$ cat src/rtl/fft_sdf_sequencer.sv
// fft_sdf_sequencer: control sequencer for a radix-2 SDF FFT pipeline.
// Owns the in/out handshakes, the global pipeline enable, the shared sample
// counter for twiddle/stage modes, fill-latency tracking and the zero-padded
// drain at end of stream.
// Optional build macro FFT_SEQ_BITREV_EN: when defined, out_index is the
// bit-reversed output count (true frequency bin); otherwise it is the
// natural arrival order.
//
// state  | meaning
// -------+------------------------------------------------------------
// IDLE   | waiting for the first sample of a stream, in_ready=1
// RUN    | accepting the stream, one sample per enabled cycle
// PAD    | in_last came early: zero-fill up to the frame's index N-1
// FLUSH  | zero-fill for LAT enabled cycles to drain the datapath

module fft_sdf_sequencer #(
    parameter int N_LOG2   = 4,
    parameter int PIPE_LAT = 2
) (
    input  logic              clk,
    input  logic              rst_n,
    input  logic              in_valid,
    input  logic              in_last,
    output logic              in_ready,
    input  logic              out_ready,
    output logic              out_valid,
    output logic              out_last,
    output logic [N_LOG2-1:0] out_index,
    output logic              pipe_en,
    output logic              in_zero,
    output logic [N_LOG2:0]   counter,
    output logic [N_LOG2-1:0] stage_bf,
    output logic              tw_clr,
    output logic              err_frame
);

    localparam int N   = 1 << N_LOG2;
    localparam int LAT = N - 1 + PIPE_LAT;
    localparam int LW  = $clog2(LAT + 1);

    localparam logic [LW-1:0]     LAT_V      = LW'(LAT);
    localparam logic [LW-1:0]     FLUSH_LOAD = LW'(LAT - 1);
    localparam logic [N_LOG2-1:0] IDX_LAST   = N_LOG2'(N - 1);

    typedef enum logic [1:0] {
        S_IDLE  = 2'd0,
        S_RUN   = 2'd1,
        S_PAD   = 2'd2,
        S_FLUSH = 2'd3
    } state_t;

    state_t              state_q, state_d;
    logic [N_LOG2:0]     counter_q, counter_d;
    logic [LW-1:0]       lat_cnt_q, lat_cnt_d;
    logic [LW-1:0]       flush_cnt_q, flush_cnt_d;
    logic [N_LOG2-1:0]   out_cnt_q, out_cnt_d;
    logic                primed_q, primed_d;
    logic                err_frame_q, err_frame_d;
    logic                tw_clr_q, tw_clr_d;

    logic src;
    logic accepting_state;
    logic accept;
    logic out_xfer;
    logic frame_end;
    logic flush_done;

    // Handshake and global enable; outputs only stall on a blocked output.
    always_comb begin
        accepting_state = (state_q == S_IDLE) || (state_q == S_RUN);
        src       = (accepting_state && in_valid) || (state_q == S_PAD) || (state_q == S_FLUSH);
        out_valid = primed_q && src;
        pipe_en   = src && (!out_valid || out_ready);
        in_ready  = accepting_state && (!primed_q || out_ready);
        accept    = in_valid && in_ready;
        out_xfer  = out_valid && out_ready;
        frame_end = (counter_q[N_LOG2-1:0] == IDX_LAST);
    end

    // Next-state logic, error flag, flush down-counter and twiddle clear.
    always_comb begin
        state_d     = state_q;
        err_frame_d = err_frame_q;
        flush_cnt_d = flush_cnt_q;
        tw_clr_d    = 1'b0;
        flush_done  = 1'b0;
        case (state_q)
            S_IDLE, S_RUN: begin
                if (accept) begin
                    state_d = S_RUN;
                    if (in_last) begin
                        if (frame_end) begin
                            state_d     = S_FLUSH;
                            flush_cnt_d = FLUSH_LOAD;
                        end else begin
                            state_d     = S_PAD;
                            err_frame_d = 1'b1;
                        end
                    end
                end
            end
            S_PAD: begin
                if (pipe_en && frame_end) begin
                    state_d     = S_FLUSH;
                    flush_cnt_d = FLUSH_LOAD;
                end
            end
            S_FLUSH: begin
                if (pipe_en) begin
                    if (flush_cnt_q == '0) begin
                        state_d    = S_IDLE;
                        tw_clr_d   = 1'b1;
                        flush_done = 1'b1;
                    end else begin
                        flush_cnt_d = flush_cnt_q - 1'b1;
                    end
                end
            end
            default: state_d = S_IDLE;
        endcase
    end

    // Sample, fill-latency and output counters; all cleared when a drain completes.
    always_comb begin
        counter_d = counter_q;
        lat_cnt_d = lat_cnt_q;
        out_cnt_d = out_cnt_q;
        primed_d  = primed_q;
        if (flush_done) begin
            counter_d = '0;
            lat_cnt_d = '0;
            out_cnt_d = '0;
            primed_d  = 1'b0;
        end else begin
            if (pipe_en) begin
                counter_d = counter_q + 1'b1;
                if (lat_cnt_q != LAT_V) begin
                    lat_cnt_d = lat_cnt_q + 1'b1;
                end
            end
            if (out_xfer) begin
                out_cnt_d = out_cnt_q + 1'b1;
            end
            primed_d = primed_q || (lat_cnt_d == LAT_V);
        end
    end

    // State and counter registers.
    always_ff @(posedge clk or negedge rst_n) begin
        if (!rst_n) begin
            state_q     <= S_IDLE;
            counter_q   <= '0;
            lat_cnt_q   <= '0;
            flush_cnt_q <= '0;
            out_cnt_q   <= '0;
            primed_q    <= 1'b0;
            err_frame_q <= 1'b0;
            tw_clr_q    <= 1'b0;
        end else begin
            state_q     <= state_d;
            counter_q   <= counter_d;
            lat_cnt_q   <= lat_cnt_d;
            flush_cnt_q <= flush_cnt_d;
            out_cnt_q   <= out_cnt_d;
            primed_q    <= primed_d;
            err_frame_q <= err_frame_d;
            tw_clr_q    <= tw_clr_d;
        end
    end

    // Stage modes and output indexing derived from the counters.
    always_comb begin
        stage_bf = '0;
        for (int s = 0; s < N_LOG2; s++) begin
            stage_bf[s] = counter_q[N_LOG2-1-s];
        end
`ifdef FFT_SEQ_BITREV_EN
        out_index = '0;
        for (int b = 0; b < N_LOG2; b++) begin
            out_index[b] = out_cnt_q[N_LOG2-1-b];
        end
`else
        out_index = out_cnt_q;
`endif
    end

    assign out_last  = out_valid && (out_cnt_q == IDX_LAST);
    assign in_zero   = (state_q == S_PAD) || (state_q == S_FLUSH);
    assign counter   = counter_q;
    assign tw_clr    = tw_clr_q;
    assign err_frame = err_frame_q;

endmodule

$ cat config.mk
export PLATFORM = sky130hd
export DESIGN_NAME = fft_sdf_sequencer
export DESIGN_NICKNAME = d
export VERILOG_FILES = /design/src/rtl/fft_sdf_sequencer.sv
export SDC_FILE = /design/constraint.sdc
export NUM_CORES = 1
export LEC_CHECK = 0
export CAP_MARGIN = 20
export CORE_MARGIN = 5
export CORE_UTILIZATION = 40
export DETAILED_ROUTE_END_ITERATION = 10
export REMOVE_ABC_BUFFERS = 1
export SLEW_MARGIN = 10
export SYNTH_ARGS = -nofsm -noshare
export SYNTH_HDL_FRONTEND = slang
export SYNTH_SLANG_ARGS = --single-unit
$ cat constraint.sdc
create_clock -name clk -period 2.5 [get_ports clk]
set_input_delay 0.75 -clock clk [delete_from_list [all_inputs] [get_ports clk]]
set_output_delay 0.75 -clock clk [all_outputs]
set_load 0.05 [all_outputs]
==> qor.yml <==
outcome:
  status: "completed"
floorplan:
  die_w_um: 69.1
  fp-row-count: 21
  ios: 25
  die_area_um2: 4770
  die_height_um: 69.1
  coreArea_um2: 3360
  start_util_pct: 41.5
setup_path:
  start_kind: "flop"
  required_ns: 1.75
  path_buf_inv: 1
  cp_top_family: "buffers and inverters"
  max_stage_delay_ns: 0.85
  cpMaxStageDelayCell: "clkdlybuf4s50_1"
  path_cells: "clkdlybuf4s50_1"
  arrival_ns: 1.65
  cp-end-kind: "output pin"
  crit_type: "flop to output pin"
  critPathMaxFanout: 8
yosys:
  synth_fa_ha_area_share_pct: 4.48
  synth-simple-area-share_pct: 23.6
  avgSynthCellArea_um2: 9.13
  syn_inst: 153
  synthesis.area_um2: 1400
  synth-compound-area-share_pct: 19.4
  synth_top_family_by_area: "simple AND/OR/NAND/NOR gates"
  synth.ff_latch_count: 24
  yosys-mux-area-fraction_pct: 0
  synth-xor-area-share_pct: 2.51
  yosys_warnings: 0
  synth.distinct_cells: 40
  yosysSeqAreaShare_pct: 43.0
timing:
  finalCriticalPeriod_ns: 2.40
  worst_slew_pin_slew_ns: 0.498
  final.setup.tns_ns: 0
  drv_slew: 0
  hold_viol: 0
  maxSlewHeadroom_pct: 66.7
  rsz0062_at_grt: "no"
  fmax_ghz: 0.417
  setup_slack_ns: 0.104
  skew_ns: 0.00421
  finalSetupViolations: 0
  post-route-period-util_pct: 95.8
min_path:
  hold_path.class: "flop to flop"
power_and_ir_drop:
  p_comb_share_pct: 58.1
  p_total_w: 0.00256
  switching_share_pct: 49.1
  leakage_nw: 0.759
  internal-power_w: 0.00130
  ir_worst_vdd_mv: 0.674
  p_clk_share_pct: 10.9
  p_per_area_nw_per_um2: 1450
  p_seq_share_pct: 31.0
  p_sw_w: 0.00126
global_route:
  track_usage_pct: 13.0
  grt_pass1_vias: 1156
  grt_start_max_net_pins: 25
  overflow: 0
  antenna_found_initial: 0
  grt_pass1_wl_um: 5310
cells_and_area:
  n_antenna_cell: 0
  final_area_um2: 1770
  drive_gt1_share_pct: 13.0
  syn_to_final_growth_pct: 26.6
  layout_commonest_cell: "dfrtp_1"
  final_cell_mix: "dfrtp_1, o21ai_0, nand2_1"
  register_area_um2: 601
  num-fill-cells: 344
  multiInputGateArea_um2: 698
  finish.utilization_pct: 52.6
  fin_nets: 188
drt:
  ant_nets: 0
  drcViolationCount: 0
  drt-initial-drc-count: 26
  routedWlPerCell_um: 13.2
  routed_wirelength_um: 2950
  vias_per_cell: 5.14
  dr.pass1.iters: 4
  num_vias: 1146
placement:
  dp.final_hpwl_um: 2250
  gp_congestion: 0.845
  dpl_worst_slack_ns: -0.139
  io_buffers: 24
  place_area_um2: 1720
clocking:
  holdBufCountCts: 0
  path_clk_slew_ns: 0.14
  cts_setup_buffers: 0
  cts-root-buf: "clkbuf_4"
  cts_inserted_buffers: 3
  numClockSinks: 24
  cts_htree_levels: 1
  ctsLongestPathBuffers: 2
  clk_latency_ns: 0.31
  cts_tree: "built"
job:
  drv_cap: 0
-- synthesized netlist by cell type --
library cell  instances  area share, %
or3_1                 3            1.3
buf_4                 5            2.7
nor2b_1               4            1.8
nor3_4                1            1.2
nor2_1               11            3.0
o31ai_1               2            1.1
o211ai_1              2            1.1
and4bb_2              1           0.90
buf_6                 1           0.81
nand2b_1              3            1.3
a32o_1                1           0.72
or2_1                 1           0.45
nand3_1               7            2.5
and3_1                2           0.90
and4_1                1           0.63
nor4b_1               2            1.3
buf_1                 1           0.27
inv_2                 1           0.27
a31oi_1               2           0.90
dfrtp_1              24             43
or2_2                 1           0.45
or3b_4                1           0.81
o21ai_0              22            7.9
clkbuf_1              1           0.27
a2bb2oi_4             1            1.9
o31ai_2               1           0.90
buf_2                 3            1.1
and4b_1               1           0.72
a211oi_1              2            1.1
inv_1                 6            1.6
a31o_2                1           0.63
a211o_1               1           0.63
xor2_1                4            2.5
nor4_1                1           0.45
a41o_1                1           0.72
nor3_1                3            1.1
a21o_1                1           0.54
nand2_1              18            4.8
a21oi_1               4            1.4
ha_1                  5            4.5
-- path summary, 6_finish.rpt --
| kind | startpoint | end | slack [ns] | depth (start not counted) |
|---|---|---|---|---|
| min in group asynchronous | rst_n | lat_cnt_q[4] | 0.79 | 2 |
| max in group asynchronous | rst_n | flush_cnt_q[0] | 1.47 | 2 |
| min | err_frame | err_frame | 0.48 | 1 |
| min reg2reg | err_frame | err_frame | 0.48 | 1 |
| max | counter[3] | counter[3] | 0.10 | 1 |
| max reg2reg | flush_cnt_q[0] | primed_q | 0.40 | 7 |
-- state kept, by name, summed over array words and instances, names as in the netlist --
register	count
lat_cnt_q	5
flush_cnt_q	5
state_q	2
tw_clr	1
err_frame	1
primed_q	1
counter	5
out_index	4
-- timing repair --
item / CTS / global route
gates resized for setup: 2 / 1
hold endpoints to repair: 0 / 0
pin swaps: 1 / 0
endpoints found under the setup margin: 4 / 1
-- cell families after synthesis --
| group | Yosys count |
|---|---|
| adders and majority gates | 5 |
| buffers and inverters | 18 |
| AOI/OAI and AO/OA | 41 |
| DFF | 24 |
| xor gates and xnor gates | 4 |
| and+or+nand+nor | 61 |
-- power by group through the flow --
| stage | Sequential [W] | Combinational [W] | Clock, W |
|---|---|---|---|
| 6_report | 0.000793 | 0.00149 | 0.000280 |
| 5_1_grt | 0.000828 | 0.00161 | 0.000302 |
| 4_1_cts | 0.000793 | 0.00150 | 0.000291 |
| 3_5_place_dp | 0.000803 | 0.00150 | 0 |
| 3_3_place_gp | 0.000792 | 0.00147 | 0 |
| 2_1_floorplan | 0.00117 | 0.000587 | 0 |
-- metal layers --
metal	GRT usage [%]	wire length, um	vias to the layer above
met5	0	0	-
met4	3.90	20	0
met3	2.03	49	2
met2	23.1	1500	9
met1	16.2	1380	547
li1	-	-	588
-- area by class of cell --
cell class	count	share of cell area [%]
clock buffers	3	1.27
multi-input cells	111	39.5
clock inverters	1	1.70
flip-flops and latches	24	34.0
repair buffers	31	18.8
inverters	7	1.49
well taps	46	3.26
-- metrics by stage --
stage	hold slack (ns)	cells
after detailed placement	0.460	219
after CTS	0.491	223
final	0.482	223
after floorplan	0.454	142
after global placement	0.454	219
after global routing	0.514	223
No activity file was read; power rests on OpenSTA's default activity.
